$ cat config.mk
export PLATFORM = sky130hd
export DESIGN_NAME = mseq_enc
export DESIGN_NICKNAME = d
export VERILOG_FILES = /design/src/rtl/mseq_enc.sv
export SDC_FILE = /design/constraint.sdc
export NUM_CORES = 1
export LEC_CHECK = 0
export CAP_MARGIN = 20
export CELL_PAD_IN_SITES_DETAIL_PLACEMENT = 1
export CELL_PAD_IN_SITES_GLOBAL_PLACEMENT = 1
export CORE_ASPECT_RATIO = 1.1
export CORE_MARGIN = 5
export CORE_UTILIZATION = 39
export CTS_CLUSTER_SIZE = 12
export DETAILED_ROUTE_END_ITERATION = 8
export PLACE_DENSITY = 0.79
export SLEW_MARGIN = 15
export SYNTH_ARGS = -nofsm -noshare
export SYNTH_HDL_FRONTEND = slang
export SYNTH_SLANG_ARGS = --single-unit
export TNS_END_PERCENT = 5
$ cat constraint.sdc
create_clock -name clk -period 2.8 [get_ports clk]
set_input_delay 0.28 -clock clk [delete_from_list [all_inputs] [get_ports clk]]
set_output_delay 0.28 -clock clk [all_outputs]
set_load 0.01 [all_outputs]
$ cat src/rtl/mseq_enc.sv
// mseq_enc: spreads serial data bits with a 31-chip M-sequence, LSB first.
// Define MSEQ_ENC_IDLE_SEQ_EN to send the bare template while idle.
module mseq_enc #(
  parameter logic [30:0] TEMPLATE = 31'b0011001001111101110001010110100,
  parameter int unsigned CHIP_DIV = 1
) (
  input  logic clk,
  input  logic rst_n,
  input  logic in_valid,
  output logic in_ready,
  input  logic in_bit,
  output logic signal,
  output logic sym_start,
  output logic busy
);

  localparam int unsigned DW = (CHIP_DIV > 1) ? $clog2(CHIP_DIV) : 1;
  localparam logic [DW-1:0] DIV_MAX = DW'(CHIP_DIV - 1);

  typedef enum logic {IDLE, SEND} state_t;

  state_t state;
  logic cur_bit;
  logic [4:0] chip_idx;
  logic [DW-1:0] div_cnt;

  logic div_wrap;
  logic last_clk;
  logic active;
  logic xfer;

  assign div_wrap = (div_cnt == DIV_MAX);
  assign last_clk = div_wrap && (chip_idx == 5'd30);
  assign xfer = in_valid && in_ready;

`ifdef MSEQ_ENC_IDLE_SEQ_EN
  logic run;
  // Counters free-run in both states, so bits only land on period edges.
  assign active = run;
  assign in_ready = run && last_clk;
`else
  assign active = (state == SEND);
  assign in_ready = (state == IDLE) || (active && last_clk);
`endif

  always_ff @(posedge clk or negedge rst_n) begin
    if (!rst_n) begin
      state <= IDLE;
      cur_bit <= 1'b0;
      chip_idx <= 5'd0;
      div_cnt <= '0;
      signal <= 1'b0;
      sym_start <= 1'b0;
      busy <= 1'b0;
`ifdef MSEQ_ENC_IDLE_SEQ_EN
      run <= 1'b0;
`endif
    end else begin
      sym_start <= 1'b0;
      if (xfer) begin
        state <= SEND;
        cur_bit <= in_bit;
        chip_idx <= 5'd0;
        div_cnt <= '0;
        signal <= TEMPLATE[0] ^ in_bit;
        sym_start <= 1'b1;
        busy <= 1'b1;
      end else if (active && last_clk) begin
        state <= IDLE;
        cur_bit <= 1'b0;
        chip_idx <= 5'd0;
        div_cnt <= '0;
        busy <= 1'b0;
`ifdef MSEQ_ENC_IDLE_SEQ_EN
        signal <= TEMPLATE[0];
        sym_start <= 1'b1;
`else
        signal <= 1'b0;
`endif
      end else if (active) begin
        if (div_wrap) begin
          chip_idx <= chip_idx + 5'd1;
          div_cnt <= '0;
          signal <= TEMPLATE[chip_idx + 5'd1] ^ cur_bit;
        end else begin
          div_cnt <= div_cnt + 1'b1;
        end
      end
`ifdef MSEQ_ENC_IDLE_SEQ_EN
      else begin
        run <= 1'b1;
        cur_bit <= 1'b0;
        chip_idx <= 5'd0;
        div_cnt <= '0;
        signal <= TEMPLATE[0];
        sym_start <= 1'b1;
      end
`endif
    end
  end

endmodule

Word level (Yosys, flattened, before mapping)
Memory sizes are Yosys's and may differ from the RTL's.
Cells that the tools add are included.
{ "word_totals": {"reg_bits": 10, "mem_bits_ro": 32, "in_bits": 4, "out_inout_bits": 4, "wordCells": 39, "mem_count": 1} }
{ "mem_list": {"columns": ["name", "depth", "width", "read_ports", "rd_clocked_by_memory_dff", "write_ports", "line", "rtl"], "rows": [
  ["(no name shown)", 32, 1, 1, 0, 0, "84", "signal <= TEMPLATE[chip_idx + 5'd1] ^ cur_bit;"]
]} }
{ "op_classes": {"add_sub_neg": 2, "order_cmp": 1, "n_eq_ne": 2, "n_mux": 17, "n_bitwise": 3, "reduce_logical": 7} }
{ "ops": {"columns": ["cell", "count"], "rows": [
  ["$mux W5", 4],
  ["$mux W1", 13],
  ["$lt A5 B6 Y1 const B", 1],
  ["$add A5 B1 Y5 const B", 1],
  ["$eq A5 B5 Y1 const B", 1],
  ["$logic_and A1 B1 Y1", 3],
  ["$ne A3 B1 Y1 const B", 1],
  ["$reduce_bool A3 Y1", 1],
  ["$not A1 Y1", 2],
  ["$reduce_and A2 Y1", 1],
  ["$reduce_bool A2 Y1", 1],
  ["$add A1 B1 Y1 const B", 1],
  ["$logic_or A1 B1 Y1", 1],
  ["$xor A1 B1 Y1", 1]
]} }

Depth between registers and ports, before layout
Gate-level depths: netlist of the first run.
{ "logic_depth": {"ltp_word": 8, "mapped_depth": 9, "depth_no_buf": 8} }

Worst setup path after synthesis of the first run
Ideal clock, no wire load.
{ "synth_timing": {"path_type": "flip-flop to flip-flop", "start": "reg chip_idx[0]", "end": "reg signal", "setup_time_ns": 0.130, "t_arrival_ns": 1.876, "required_ns": 2.670, "path_slack_ns": 0.794, "path_stages_with_launch": 10, "path_buffers": 1, "synth_period_minus_slack_ns": 2.006, "cell_sequence": "dfrtp_1 > buf_2 > inv_1 > ha_1 > xnor2_1 > mux2_4 > a311oi_2 > a2bb2oi_1 > xnor2_1 > o21ai_1"} }
{ "synth_via": {"elab_chain_len": 8, "word_cells_on_any_way": 16, "classes_between": "add/sub (1); eq/ne (2); mux (5); bitwise (1); reduce/logical (6); memory (1)"} }
{ "synth_rtl": {"columns": ["item", "line", "rtl"], "rows": [
  ["start: declaration", "24", "logic [4:0] chip_idx;"],
  ["start signal: assignment", "82", "chip_idx <= chip_idx + 5'd1;"],
  ["$add A5 B1 Y5", "84", null],
  ["$mem_v2 Z32 W1", null, null],
  ["$mux W1 (implied by the code)", "84", null],
  ["$xor A1 B1 Y1", "84", null],
  ["$mux W1", "81", "if (div_wrap) begin"],
  ["$mux W1", "80", "end else if (active) begin"],
  ["$mux W1", "68", "end else if (active && last_clk) begin"],
  ["$mux W1", "60", "if (xfer) begin"],
  ["end signal: assignment", "65", "signal <= TEMPLATE[0] ^ in_bit;"],
  ["end signal: assignment", "84", null],
  ["end: declaration", "12", "output logic signal,"]
]} }
Parallel ways exist; a longest one is shown, timed or not. The select of a mux whose other input is x is not followed.
A chain may end at the register's enable or synchronous reset.

Worst setup path in the final report of the first run
{ "layout_timing": {"start": "reg chip_idx[0]", "end": "out in_ready"} }
{ "layout_via": {"elab_chain_len": 4} }
{ "layout_rtl": {"columns": ["item", "line", "rtl"], "rows": [
  ["$eq A5 B5 Y1", "33", "assign last_clk = div_wrap && (chip_idx == 5'd30);"],
  ["$logic_and A1 B1 Y1", "33", null],
  ["$logic_and A1 B1 Y1", "43", "assign in_ready = (state == IDLE) || (active && last_clk);"],
  ["$logic_or A1 B1 Y1", "43", null],
  ["end: declaration", "10", "output logic in_ready,"]
]} }
Every way passes these cells.

==> flow_summary_export.csv, run 1 <==
group,metric,value,unit
synthesis,mappedNetlistNets,71,
critical_path,arrival,2030,ps
run_status,run_status,"complete, no violations",
critical_path,crit_path_start_kind,"flip-flop",
cts,htree_levels,1,
synthesis,synth_warnings,0,
sta,layout_min_cycle_time,2310,ps
worst_hold_path,hold_path.class,"input port to asynchronous set/reset pin",
critical_path,critical_path_class,"flip-flop to output port",
drt,wirelength,1410,µm
drt,vias,509,
placement,port_buffers,7,
global_route,antenna_found_initial,0,
sta,setup_tns,0,ps
floorplanning,die_w,47.1,µm
sta,slew-limit-headroom,71.6,%
cts,clock_sinks,9,
final_layout,nets,80,
synthesis,syn_inst,64,
sta,drv_slew,0,
drt,drtAntennaViolNets,0,
critical_path,cpPeakStageDelay,600,ps
cts,cts_resized,0,
cts,cts-buffers-inserted,3,
synthesis,synth-seq-cells,9,
sta,whs,311,ps
drt,drc,0,
floorplanning,io_pins,8,
final_layout,mostFrequentLayoutCells,"dfrtp_1 (9), nand2_1 (8), clkdlybuf4s50_1 (7)",
drt,routedWlPerCell,16.0,µm
floorplanning,core,1400,µm²
sta,rsz0062_at_grt,"no",
final_layout,antenna_cells,0,
synthesis,synth.distinct_cells,31,
critical_path,cp_data_required_time,2520,ps
flow_run,maxCapViolations,0,
drt,drt_iter0_markers,8,
placement,gp_congestion,0.774,
drt,drt-vias-per-instance,5.78,
floorplanning,dieArea,2390,µm²
floorplanning,rows,14,
final_layout,design_area,684,µm²
final_layout,drive_gt1_share,6.94,%
drt,drtPass1Iterations,4,
cts,cts_tree,"done",
final_layout,final.fill_count,192,
critical_path,crit_slowest_cell,"clkdlybuf4s50_1",
floorplanning,die_h,50.8,µm
synthesis,yosysSeqAreaShare,38.2,%
critical_path,crit_family,"buffers and inverters",
critical_path,cp_num_buf_inv,2,
global_route,grt_overflow,0,
critical_path,cp_max_fo,11,
global_route,grt_pass1_wl,2550,µm
critical_path,endpoint_kind,"output port",
synthesis,synth_area_per_cell,9.21,µm²
sta,setup_viol_count_final,0,
sta,hold_violations,0,
placement,dpl-instance-area,658,µm²
cts,hold_buffers,0,
placement,dp_hpwl,1020,µm
final_layout,area_growth,16.1,%
floorplanning,initial_utilization,42.1,%
global_route,gr-usage-all-layers,15.2,%
cts,post-cts-setup-buffers,0,
sta,fmax,0.432,GHz
global_route,grt_pass1_vias,516,
final_layout,mostFrequentLayoutCell,"dfrtp_1",
cts,clk_pin_slew,60,ps
critical_path,crit_chain,"inv_1 > ha_1 > nand4_1 > nand2_1 > clkdlybuf4s50_1",
power,leakage,0.000286,µW
cts,clockRootBuffer,"clkbuf_4",
power,max-vdd-ir-drop,0.726,mV
synthesis,synth_area,589,µm²
sta,worst_pin_slew,425,ps
sta,fin_skew,1.42,ps
cts,clk_latency,270,ps
sta,fin_crit_sh,82.7,%
power,power_density,1280,nW/µm²
cts,cts.path.max_buffers,2,
global_route,grt_max_degree,12,
## per-stage QoR
| step | instances | total power (µW) | utilization, % | worst slack [ps] |
|---|---|---|---|---|
| after floorplan | 64 | 674 | - | 794 |
| after global placement | 84 | 764 | 47.0 | 560 |
| after detailed placement | 84 | 779 | 47.0 | 549 |
| after CTS | 88 | 889 | 48.8 | 467 |
| after global routing | 88 | 969 | 48.8 | 344 |
| final | 88 | 879 | 48.8 | 486 |
## layer usage
| metal | part of all wire (%) | GRT usage [%] |
|---|---|---|
| met1 | 46 | 19.7 |
| met3 | 4.9 | 5.00 |
| met5 | 0 | 0 |
| met2 | 46 | 21.7 |
| met4 | 2.7 | 8.29 |
## cell usage after synthesis (all sizes together)
| library cell | number | area share (%) |
|---|---|---|
| ha | 3 | 6.4 |
| nand2 | 8 | 5.1 |
| o221ai | 1 | 1.5 |
| nand2b | 2 | 2.1 |
| a22o | 2 | 3.0 |
| buf | 3 | 3.6 |
| dfrtp | 9 | 38 |
| nor3 | 1 | 0.85 |
| a211oi | 1 | 1.3 |
| o21ai | 6 | 5.1 |
| a31oi | 1 | 1.1 |
| o311ai | 1 | 1.5 |
| a2bb2oi | 1 | 1.5 |
| xor2 | 1 | 1.5 |
| mux2i | 1 | 1.7 |
| xnor2 | 3 | 4.5 |
| o22ai | 2 | 2.1 |
| mux2 | 1 | 2.5 |
| and2 | 1 | 1.1 |
| nand4 | 1 | 1.1 |
| nor2 | 4 | 2.5 |
| a311oi | 1 | 2.5 |
| nand3 | 2 | 1.7 |
| inv | 3 | 1.9 |
| a21oi | 1 | 0.85 |
| nor2b | 1 | 1.1 |
| a22oi | 1 | 1.3 |
| nor3b | 1 | 1.3 |
| o31ai | 1 | 1.3 |
## final timing paths
| path | from | cells after the start | to | slack, ps |
|---|---|---|---|---|
| worst max-delay path | chip_idx[0] | 5 | in_ready | 490 |
| worst min-delay path | rst_n | 1 | active | 310 |
| worst max register to register | chip_idx[0] | 8 | signal | 530 |
| worst min register to register | signal | 2 | signal | 530 |
| max in group asynchronous | rst_n | 1 | chip_idx[4] | 2190 |
| min in group clk | signal | 2 | signal | 530 |
## cell families (layout without fill, tap and decap cells)
kind of cell	count (synthesis)	in the layout	share of synthesized area, %
buf+inv	6	14	5.52
mux	2	2	4.25
flops	9	9	38.2
compound gates	19	19	22.9
fa+ha+maj	3	3	6.37
simple gates	21	21	16.8
xor+xnor	4	4	5.95
## where the power goes
| part | total, µW | switching (µW) | leakage, µW | internal (µW) |
|---|---|---|---|---|
| sequential | 284 | 98.5 | 0.000108 | 186 |
| clock | 106 | 51.1 | 0.0000150 | 55.2 |
| combinational | 488 | 234 | 0.000163 | 254 |
## sequential cells by signal, summed over array words and instances (netlist names)
signal     cells
sym_start      1
active         1
signal         1
chip_idx       5
cur_bit        1
## layout make-up
cell class | count | area [µm²] | share of cell area [%]
multi-input combinational | 49 | 332 | 48.4
sequential | 9 | 225 | 32.9
timing repair buffer | 7 | 70.1 | 10.2
clock buffer | 4 | 26.3 | 3.84
tap | 16 | 20.0 | 2.93
inverter | 3 | 11.3 | 1.65
Power figures use the tool's default switching activity.
==> inputs of run 2 (changes only) <==
Clock period 2.8 ns to 2.3 ns, I/O delays scaled along.
==> flow_summary_export.csv, run 2 (synthesis gave the netlist of run 1 again) <==
group,metric,value,unit
run_status,run_status,"complete, no violations",
final_layout,area_growth,21.2,%
cts,hold_buffers,0,
cts,cts.path.max_buffers,2,
sta,fin_skew,5.27,ps
cts,htree_levels,1,
global_route,gr-usage-all-layers,14.3,%
cts,clockRootBuffer,"clkbuf_4",
critical_path,crit_path_start_kind,"flip-flop",
worst_hold_path,hold_path.class,"input port to asynchronous set/reset pin",
power,max-vdd-ir-drop,0.918,mV
sta,drv_slew,0,
drt,drtAntennaViolNets,0,
critical_path,endpoint_kind,"flip-flop",
drt,wirelength,1390,µm
sta,setup_viol_count_final,0,
sta,setup_tns,0,ps
critical_path,arrival,2180,ps
final_layout,antenna_cells,0,
global_route,grt_pass1_vias,557,
critical_path,r2r_slack,260,ps
global_route,grt_overflow,0,
placement,port_buffers,7,
drt,vias,529,
critical_path,cp_max_fo,10,
drt,drt-vias-per-instance,5.75,
drt,drtPass1Iterations,4,
cts,clock_sinks,9,
drt,drt_iter0_markers,4,
final_layout,largest_reg_flops,5,
final_layout,drive_gt1_share,11.8,%
final_layout,fin_cells,92,
sta,slew-limit-headroom,73.0,%
critical_path,critical_path_class,"flip-flop to flip-flop",
drt,drc,0,
cts,cts_tree,"done",
floorplanning,die_w,47.1,µm
cts,cts-buffers-inserted,3,
placement,dp_hpwl,1090,µm
sta,hold_violations,0,
floorplanning,rows,14,
global_route,grt_max_degree,12,
final_layout,mostFrequentLayoutCells,"dfrtp_1 (9), nand2_1 (8), clkdlybuf4s50_1 (7)",
global_route,grt_pass1_wl,2490,µm
floorplanning,die_h,50.8,µm
power,leakage,0.000306,µW
sta,layout_min_cycle_time,2040,ps
floorplanning,io_pins,8,
sta,worst_pin_slew,403,ps
cts,cts_resized,0,
final_layout,mostFrequentLayoutCell,"dfrtp_1",
placement,dp.cells,88,
placement,gp_congestion,0.768,
flow_run,maxCapViolations,0,
floorplanning,dieArea,2390,µm²
critical_path,cp_data_required_time,2430,ps
sta,fin_crit_sh,88.9,%
final_layout,largest_register,"chip_idx",
final_layout,nets,84,
cts,post-cts-setup-buffers,0,
cts,clk_pin_slew,60,ps
floorplanning,core,1400,µm²
sta,rsz0062_at_grt,"no",
global_route,antenna_found_initial,0,
sta,fmax,0.489,GHz
power,power_density,1580,nW/µm²
cts,clk_latency,250,ps
drt,routedWlPerCell,15.2,µm
floorplanning,initial_utilization,42.1,%
==> run 2: changes by cell type in the layout (fill, tap and decap cells not counted), sizes merged <==
cell,change
buf,+4
==> run 2: layout make-up <==
class	count	area, µm²
fill	167	687
multi-input combinational	49	332
sequential	9	225
timing repair buffer	11	100
clock buffer	4	26.3
tap	16	20.0
inverter	3	11.3
==> run 2: routing by layer <==
| metal | track usage (%) | up-vias | routed length (µm) |
|---|---|---|---|
| met2 | 23.1 | 12 | 711 |
| li1 | - | 256 | - |
| met5 | 0 | - | 0 |
| met1 | 18.1 | 259 | 630 |
| met4 | 5.07 | 0 | 12 |
| met3 | 3.21 | 2 | 40 |
==> run 2: critical path, stage by stage, from the launching register on <==
cell       delay [ps]
dfrtp_1           420
ha_1              350
xnor2_1           250
mux2_4            330
a311oi_2          250
a2bb2oi_1         120
xnor2_1           140
o21ai_1            80
==> run 2: report_power, final <==
part	leakage [µW]	switching (µW)	internal [µW]	total (µW)
clock network	0.0000150	52.5	66.7	119
logic	0.000183	348	357	704
registers	0.000108	81.4	227	308
total	0.000306	482	650	1130
==> run 2: final timing paths <==
| path | from | endpoint | depth (start not counted) |
|---|---|---|---|
| hold reg to reg | cur_bit | cur_bit | 1 |
| min in group clk | cur_bit | cur_bit | 1 |
| setup / recovery | chip_idx[0] | signal | 7 |
| max in group asynchronous | rst_n | chip_idx[2] | 1 |
| setup reg to reg | chip_idx[0] | signal | 7 |
| hold / removal | rst_n | signal | 1 |
==> run 2: through the flow <==
step           hold slack (ps)  util, %  area [µm²]  power, µW  setup WS, ps
4_1_cts                    274     51.0         714       1140           248
5_1_grt                    304     51.0         714       1240          77.7
2_1_floorplan            -65.6        -         589        821           294
3_3_place_gp               506     49.1         688        993           298
6_report                   269     51.0         714       1130           256
3_5_place_dp               503     49.1         688       1010           260
==> inputs of run 3 (changes only) <==
Settings changed: CORE_ASPECT_RATIO 1.1 to default.
==> flow_summary_export.csv, run 3 (synthesis gave the netlist of run 1 again) <==
group,metric,value,unit
sta,fin_crit_sh,92.7,%
final_layout,nets,83,
run_status,run_status,"complete, no violations",
cts,cts.path.max_buffers,2,
floorplanning,core,1470,µm²
final_layout,drive_gt1_share,10.7,%
critical_path,crit_path_start_kind,"flip-flop",
global_route,grt_pass1_wl,2470,µm
final_layout,final.fill_count,191,
cts,cts_resized,0,
global_route,antenna_found_initial,0,
cts,htree_levels,1,
placement,dp_hpwl,1080,µm
final_layout,area_growth,20.0,%
flow_run,maxCapViolations,0,
drt,routedWlPerCell,15.9,µm
cts,clk_pin_slew,60,ps
floorplanning,io_pins,8,
global_route,grt_pass1_vias,540,
sta,hold_violations,0,
sta,fin_skew,3.87,ps
cts,clk_latency,260,ps
sta,layout_min_cycle_time,2130,ps
placement,gp_congestion,0.782,
critical_path,setup.worst_path.start,"chip_idx[0]",
sta,setup_tns,0,ps
critical_path,critical_path_class,"flip-flop to flip-flop",
critical_path,cp_data_required_time,2440,ps
power,leakage,0.000301,µW
final_layout,mostFrequentLayoutCells,"dfrtp_1 (9), nand2_1 (8), clkdlybuf4s50_1 (7)",
drt,drtPass1Iterations,4,
final_layout,mostFrequentLayoutCell,"dfrtp_1",
floorplanning,die_h,48.9,µm
drt,vias,514,
final_layout,largest_register,"chip_idx",
sta,slew-limit-headroom,71.8,%
sta,fmax,0.469,GHz
global_route,gr-usage-all-layers,13.5,%
cts,post-cts-setup-buffers,0,
final_layout,largest_reg_flops,5,
cts,clock_sinks,9,
cts,cts-buffers-inserted,3,
power,power_density,1560,nW/µm²
final_layout,antenna_cells,0,
cts,clockRootBuffer,"clkbuf_4",
critical_path,r2r_start,"chip_idx[0]",
drt,wirelength,1440,µm
critical_path,cp_max_fo,10,
critical_path,endpoint_kind,"flip-flop",
worst_hold_path,hold_path.class,"input port to asynchronous set/reset pin",
floorplanning,die_w,48.9,µm
sta,drv_slew,0,
cts,cts_tree,"done",
global_route,grt_overflow,0,
global_route,grt_max_degree,12,
floorplanning,initial_utilization,40.1,%
sta,rsz0062_at_grt,"no",
placement,port_buffers,7,
drt,drc,0,
floorplanning,dieArea,2390,µm²
drt,drt_iter0_markers,6,
cts,hold_buffers,0,
sta,whs,268,ps
drt,drtAntennaViolNets,0,
critical_path,arrival,2270,ps
power,max-vdd-ir-drop,0.842,mV
sta,setup_viol_count_final,0,
sta,worst_pin_slew,421,ps
power,report.power.total,1100,µW
drt,drt-vias-per-instance,5.65,
floorplanning,rows,14,
-- run 3: cell types whose count changed in the layout (fill, tap and decap cells not counted) --
cell | before | now
buf_4 | 4 | 3
-- run 3: worst max-delay path, cell delays in order (launching register included) --
cell       delay [ps]
dfrtp_1           460
ha_1              370
xnor2_1           270
mux2_4            330
a311oi_2          250
a2bb2oi_1         100
xnor2_1           140
o21ai_1            70
-- run 3: worst paths after layout --
path | endpoint | cells after the start | slack, ps
worst max-delay path | signal | 7 | 170
worst min-delay path | active | 1 | 270
worst max register to register | signal | 7 | 170
worst min register to register | cur_bit | 1 | 540
max in group asynchronous | signal | 1 | 1740
min in group clk | cur_bit | 1 | 540
-- run 3: stage by stage --
| step | util [%] | worst slack, ps | instances | area (µm²) |
|---|---|---|---|---|
| floorplan | - | 294 | 64 | 589 |
| global placement | 46.3 | 216 | 87 | 681 |
| detailed placement | 46.3 | 193 | 87 | 681 |
| CTS | 48.0 | 157 | 91 | 707 |
| global route | 48.0 | 16.3 | 91 | 707 |
| finish | 48.0 | 168 | 91 | 707 |
-- run 3: cell type report --
type                       count  area [µm²]  area share, %
tap                           16        20.0           2.83
multi-input combinational     49         332           46.9
clock buffer                   4        26.3           3.72
sequential                     9         225           31.9
timing repair buffer          10        92.6           13.1
inverter                       3        11.3           1.59
-- run 3: routing by layer --
metal | global-route usage (%) | vias to the layer above | wire length, µm
met1 | 16.4 | 245 | 696
li1 | - | 252 | -
met5 | 0 | - | 0
met4 | 8.07 | 0 | 40
met3 | 3.06 | 5 | 57
met2 | 21.5 | 12 | 650
-- run 3: power breakdown --
group / switching, µW / internal, µW
combinational: 304 / 336
sequential: 111 / 226
clock: 55.4 / 66.9
total: 471 / 629
